[src/rtl/reg_write_arbiter.sv]
// Round-robin arbiter sharing one store-enabled register among NREQ requesters.
// Each grant runs IDLE -> ISSUE (store strobe) -> COMMIT (one-hot ack).
module reg_write_arbiter #(
   parameter int unsigned WIDTH = 16,
   parameter int unsigned NREQ  = 4,
   localparam int unsigned IdW  = (NREQ > 1) ? $clog2(NREQ) : 1
) (
   input  logic                  cl,
   input  logic                  rst_n,
   input  logic [NREQ-1:0]       req,
   input  logic [NREQ*WIDTH-1:0] wdata,
   output logic                  st,
   output logic [WIDTH-1:0]      d,
   output logic [NREQ-1:0]       ack,
   output logic [IdW-1:0]        grant_id,
   output logic                  busy
);

   typedef enum logic [1:0] {StIdle, StIssue, StCommit} state_e;

   state_e           state_q, state_d;
   logic [IdW-1:0]   ptr_q, ptr_d;
   logic [IdW-1:0]   grant_q, grant_d;
   logic [NREQ-1:0]  last_mask_q, last_mask_d;
   logic [WIDTH-1:0] d_q, d_d;

   logic [NREQ-1:0]  eff_req;
   logic             found;
   logic [IdW-1:0]   winner;

   // First set bit of the masked request vector, searching upward from ptr with wrap.
   always_comb begin
      logic [IdW-1:0] cand;
      eff_req = req & ~last_mask_q;
      found   = 1'b0;
      winner  = '0;
      cand    = '0;
      for (int unsigned i = 0; i < NREQ; i++) begin
         cand = IdW'((32'(ptr_q) + i) % NREQ);
         if (!found && eff_req[cand]) begin
            found  = 1'b1;
            winner = cand;
         end
      end
   end

   always_comb begin
      state_d     = state_q;
      ptr_d       = ptr_q;
      grant_d     = grant_q;
      last_mask_d = last_mask_q;
      d_d         = d_q;
      unique case (state_q)
         StIdle: begin
            last_mask_d = '0;
            if (found) begin
               state_d = StIssue;
               grant_d = winner;
               d_d     = wdata[32'(winner)*WIDTH +: WIDTH];
            end
         end
         StIssue: begin
            state_d = StCommit;
         end
         StCommit: begin
            ptr_d       = (grant_q == IdW'(NREQ - 1)) ? '0 : grant_q + 1'b1;
            // Masks the acked requester's stale level during the following IDLE cycle.
            last_mask_d = NREQ'(1) << grant_q;
            state_d     = StIdle;
         end
         default: begin
            state_d = StIdle;
         end
      endcase
   end

   always_ff @(posedge cl or negedge rst_n) begin
      if (!rst_n) begin
         state_q     <= StIdle;
         ptr_q       <= '0;
         grant_q     <= '0;
         last_mask_q <= '0;
         d_q         <= '0;
      end else begin
         state_q     <= state_d;
         ptr_q       <= ptr_d;
         grant_q     <= grant_d;
         last_mask_q <= last_mask_d;
         d_q         <= d_d;
      end
   end

   // Outputs decode registered state only, so reset clears them asynchronously.
   assign st       = (state_q == StIssue);
   assign busy     = (state_q != StIdle);
   assign ack      = (state_q == StCommit) ? (NREQ'(1) << grant_q) : '0;
   assign d        = d_q;
   assign grant_id = grant_q;

endmodule

[config.mk]
export PLATFORM = sky130hd
export DESIGN_NAME = reg_write_arbiter
export DESIGN_NICKNAME = d
export VERILOG_FILES = /design/src/rtl/reg_write_arbiter.sv
export SDC_FILE = /design/constraint.sdc
export NUM_CORES = 1
export LEC_CHECK = 0
export CELL_PAD_IN_SITES_DETAIL_PLACEMENT = 1
export CELL_PAD_IN_SITES_GLOBAL_PLACEMENT = 1
export CORE_UTILIZATION = 28
export CTS_CLUSTER_SIZE = 30
export DETAILED_ROUTE_END_ITERATION = 10
export PLACE_DENSITY_LB_ADDON = 0.1
export SETUP_SLACK_MARGIN = 0.5
export SLEW_MARGIN = 30
export SYNTH_ARGS = -nofsm -noshare
export SYNTH_HDL_FRONTEND = slang
export SYNTH_SLANG_ARGS = --single-unit
[constraint.sdc]
create_clock -name cl -period 1.92 [get_ports cl]
set_input_delay 0.384 -clock cl [delete_from_list [all_inputs] [get_ports cl]]
set_output_delay 0.384 -clock cl [all_outputs]
set_load 0.01 [all_outputs]
Yosys cells after proc, flatten, opt, wreduce, memory -nomap -nowiden:

Cells that the tools add are included.
W data, S select, Z words.

* flip-flop bits (word level): 26
* word-level logic and storage cells: 52
* input bits: 70
* output and inout port bits: 24

* shift operators: 2
* eq/ne operators: 4
* $add $sub $neg: 4
* multiplexer cells: 21
* magnitude comparators: 4
* bitwise gates (word level): 2
* reductions and logical operators: 10

Operator list (count)
* $shiftx A64 B7 Y16: 1
* $lt A2 B3 Y1 const B: 4
* $mux W2: 6
* $bmux W1 S2: 4
* $mux W1: 8
* $pmux W4 S2: 1
* $add A2 B1 Y2 const B: 2
* $add A2 B2 Y2 const B: 2
* $and A4 B4 Y4: 1
* $eq A2 B2 Y1 const B: 2
* $mux W4: 1
* $not A4 Y4: 1
* $pmux W2 S2: 1
* $reduce_bool A2 Y1: 2
* $shl A1 B2 Y4 const A: 1
* $logic_and A1 B1 Y1: 3
* $logic_not A1 Y1: 3
* $eq A2 B1 Y1 const B: 1
* $logic_not A2 Y1: 1
* $ne A2 B2 Y1 const B: 1
* $reduce_and A2 Y1: 1

Logic depth before layout (Yosys ltp):

* depth in word-level cells: 16
* depth in mapped cells: 8
* gate-level depth less buffers: 5

Worst setup path after synthesis:

Ideal clock, no wire load.

* path kind: input-to-reg
* start: input port req[1]
* end: register d_q[0], in the netlist d[0]
* library setup time: 0.132 ns
* stages: 6
* required time: 1.788 ns
* data arrival time: 1.624 ns
* buffers on the path: 1
* setup slack: 0.164 ns
* cell sequence: nor2b_2 -> nor3_1 -> a211oi_4 -> buf_4 -> mux2i_1 -> o221ai_2

* cells in the longest elaborated chain, start to end: 14
* elaborated cells between the ends (all ways): 25
* classes of those cells: shift (1); mux (16); bitwise (1); reduce/logical (7)

RTL lines
* start, declared: line 10 `input logic [NREQ-1:0] req,`
* $and A4 B4 Y4 *: line 34 `eff_req = req & ~last_mask_q;`
* $bmux W1 S2: line 40 `if (!found && eff_req[cand]) begin`
* $mux W1 (implied by the code): line 40
* $mux W1: line 40
* $logic_not A1 Y1: line 40
* $logic_and A1 B1 Y1: line 40
* $mux W1: line 40
* $logic_not A1 Y1: line 40
* $logic_and A1 B1 Y1: line 40
* $mux W1: line 40
* $logic_not A1 Y1: line 40
* $logic_and A1 B1 Y1: line 40
* $mux W2 / $mux W1 (equally long branches): line 40
* $shiftx A64 B7 Y16 / $reduce_and A2 Y1 (equally long branches)
* end signal, assigned: line 83 `d_q <= '0;`
* end signal, assigned: line 89 `d_q <= d_d;`
* end, declared: line 25 `logic [WIDTH-1:0] d_q, d_d;`

Mark *: on every way between the ends. The rest lies on a longest branch, timed or not. The select of a mux whose other input is x is not followed.
A chain may end at the register's enable or synchronous reset.

Worst setup path after layout:

* start: register last_mask_q[1]
* end: register d_q[8], in the netlist d[8]

* cells in the longest elaborated chain, start to end: 15
* elaborated cells between the ends (all ways): 26
* classes of those cells: shift (1); mux (16); bitwise (2); reduce/logical (7)

RTL lines
* start, declared: line 24 `logic [NREQ-1:0] last_mask_q, last_mask_d;`
* start signal, assigned: line 88 `last_mask_q <= last_mask_d;`
* $not A4 Y4 *: line 34
* $and A4 B4 Y4 *: line 34
* $bmux W1 S2: line 40
* $mux W1 (implied by the code): line 40
* $mux W1: line 40
* $logic_not A1 Y1: line 40
* $logic_and A1 B1 Y1: line 40
* $mux W1: line 40
* $logic_not A1 Y1: line 40
* $logic_and A1 B1 Y1: line 40
* $mux W1: line 40
* $logic_not A1 Y1: line 40
* $logic_and A1 B1 Y1: line 40
* $mux W2 / $mux W1 (equally long branches): line 40
* $shiftx A64 B7 Y16 / $reduce_and A2 Y1 (equally long branches)

Marked as above.

==> flow_summary.ini <==
[finish]
antenna_cells_inserted = 0
final_cells = 347
syn_to_final_growth_pct = 104
layout_common_cells = clkdlybuf4s50_1, buf_4, dfrtp_1
drive_above_1_share_pct = 38.2
num-nets-final = 350
final_area_um2 = 3340
final_common_cell = clkdlybuf4s50_1

[die]
ios = 94
die_w_um = 78.5
fp.dieH_um = 78.5
start_util_pct = 29.4
die-area_um2 = 6160
rows = 27
core-area_um2 = 5570

[worst_setup_path]
crit_required_ns = 2.09
worst_r2r_endpoint = d[8]
cp.arrival_ns = 1.98
worstSetupPathType = flip-flop to flip-flop
crit_path_start = last_mask_q[1]
ff2ff_setup_slack_ns = 0.10
startpoint_type = flip-flop
reg2reg_from = last_mask_q[1]
reg2reg_depth = 9
cp-end-kind = flip-flop
crit_fanout = 8

[clock_network]
h-tree-depth = 1
cts_made_buffers = 3
clock_path_buffers = 2
clkTransAtPathRegs_ns = 0.10
clock-sinks = 26
clock_latency_ns = 0.28
cts_tree = done
cts_root_buf = clkbuf_8
ctsHoldBuffers = 0

[drt]
drt_iter0_drc = 21
antenna_left = 0
dr.pass1.iters = 4
drt_drc_violations_left = 0
totalWireLength_um = 6630
viasPerCell = 4.93
vias = 1710
wire_per_inst_um = 19.1

[sta]
setup_tns_ns = 0
slew-limit-headroom_pct = 75.8
hold_viol = 0
fin_worst_skew_ns = 0.00855
fmax_mhz = 551
slew_violations = 0
worstMarginPinSlew_ns = 0.363
rsz0062_at_grt = yes
layout_min_cycle_time_ns = 1.82
fin_crit_sh_pct = 94.5
setup-violations-final = 0

[synthesis]
syn_area_per_cell_um2 = 11.4
synthCells = 144
ys_types = 32
synth_nets = 218
yosysSeqAreaShare_pct = 39.7
synth_warnings = 0
syn_area_um2 = 1640
ys_ff_latch = 26

[global_routing]
grt_overflow = 0
antenna_found_initial = 0
grt_pass1_vias = 2026
grtUsageTotal_pct = 22.2
grt_max_degree = 27
grt_pass1_wl_um = 10500

[power]
power_uw = 5100
ir_drop_mv = 0.775
power.leakage_uw = 0.00147
power-per-cell-area_nw_per_um2 = 1530

[placement]
place_congestion = 0.775
place_area_um2 = 2730
dp.cells = 313
io_buffers = 93
dp_hpwl_um = 4220

[run_status]
outcome = finished clean

[hold_path]
hold_path_class = input pin to asynchronous set/reset pin

[run]
max_cap_violations = 0
worst max-delay path by stage:
stage,endpoint,slack [ns],cells after the start
after detailed placement,d[0],-0.36,7
after floorplan,d[0],0.20,7
final,d[8],0.10,9
after CTS,d[8],0.09,9
after global placement,d[2],-0.29,7
after global routing,d[9],-0.005,9
synthesized netlist by cell type:
cell / instances / area [um2]
inv_1: 5 / 18.8
nor2b_2: 1 / 8.76
or2_1: 1 / 6.26
buf_2: 1 / 5.00
a21oi_1: 1 / 5.00
nand2b_2: 1 / 8.76
a31oi_1: 1 / 6.26
buf_6: 4 / 45.0
nand3b_1: 1 / 7.51
buf_12: 1 / 20.0
dfrtp_1: 26 / 651
a31o_1: 1 / 8.76
and2_1: 4 / 25.0
o22ai_1: 1 / 6.26
nor3_1: 1 / 5.00
o221ai_1: 7 / 61.3
a21o_1: 4 / 30.0
nor3b_1: 1 / 7.51
nand2_1: 18 / 67.6
nor2_1: 1 / 3.75
buf_4: 1 / 7.51
mux2i_1: 33 / 330
o221ai_2: 9 / 135
or2_4: 1 / 8.76
clkbuf_1: 2 / 7.51
ha_1: 4 / 50.1
a21boi_1: 1 / 7.51
mux2_2: 2 / 22.5
o21ai_0: 3 / 15.0
nor2b_1: 3 / 18.8
a211oi_4: 1 / 20.0
nand2b_1: 3 / 18.8
through the flow:
stage,setup slack [ns],hold WS [ns],utilization [%]
floorplan,0.202,0.0884,-
global placement,-0.288,0.451,49.0
detailed placement,-0.361,0.457,49.0
CTS,0.0927,0.488,57.7
global route,-0.00472,0.519,59.9
finish,0.105,0.484,59.9
critical path: stages (launching register included):
cell and delay (ns):
dfrtp_1 0.42, nor2b_4 0.15, buf_12 0.12, nor3_4 0.04, a211oi_4 0.23, buf_6 0.18
buf_12 0.11, buf_16 0.12, mux2i_2 0.23, o221ai_2 0.11
timing repair:
action / in CTS / in global routing
setup endpoints to repair: 43 / 24
pin swaps: 19 / 7
buffers inserted: 21 / 5
gates cloned: 4 / 0
resized for setup: 96 / 20
area by class of cell:
type,instances,area [um2]
Clock buffer,4,55.1
Sequential cell,26,654
Fill cell,586,2240
Multi-Input combinational cell,104,1120
Inverter,5,18.8
Tap cell,72,90.1
Timing Repair Buffer,136,1400
report_power, final:
part | total (uW) | internal [uW] | switching [uW]
combinational | 3720 | 2130 | 1590
sequential | 1010 | 823 | 188
clock | 370 | 184 | 186
total | 5100 | 3140 | 1960
sequential cells by signal (all words and copies together) (netlist names):
signal	count
d	16
last_mask_q	4
ptr_q	2
grant_id	2
state_q	2
cell families (layout without fill, tap and decap cells):
group | after synthesis | in the layout | synth area share [%]
and+or+nand+nor | 36 | 36 | 11.4
muxes | 35 | 35 | 21.5
AOI/OAI and AO/OA | 29 | 29 | 18.0
DFF | 26 | 26 | 39.7
buffers and inverters | 14 | 145 | 6.34
adders and majority gates | 4 | 4 | 3.05
per-layer routing:
layer / track usage, % / share of wire, % / vias to the layer above
met2: 42.3 / 56 / 62
met3: 3.95 / 4.9 / 12
li1: - / - / 795
met5: 0 / 0 / -
met4: 5.56 / 2.0 / 0
met1: 25.1 / 37 / 841
Power figures use the tool's default switching activity.
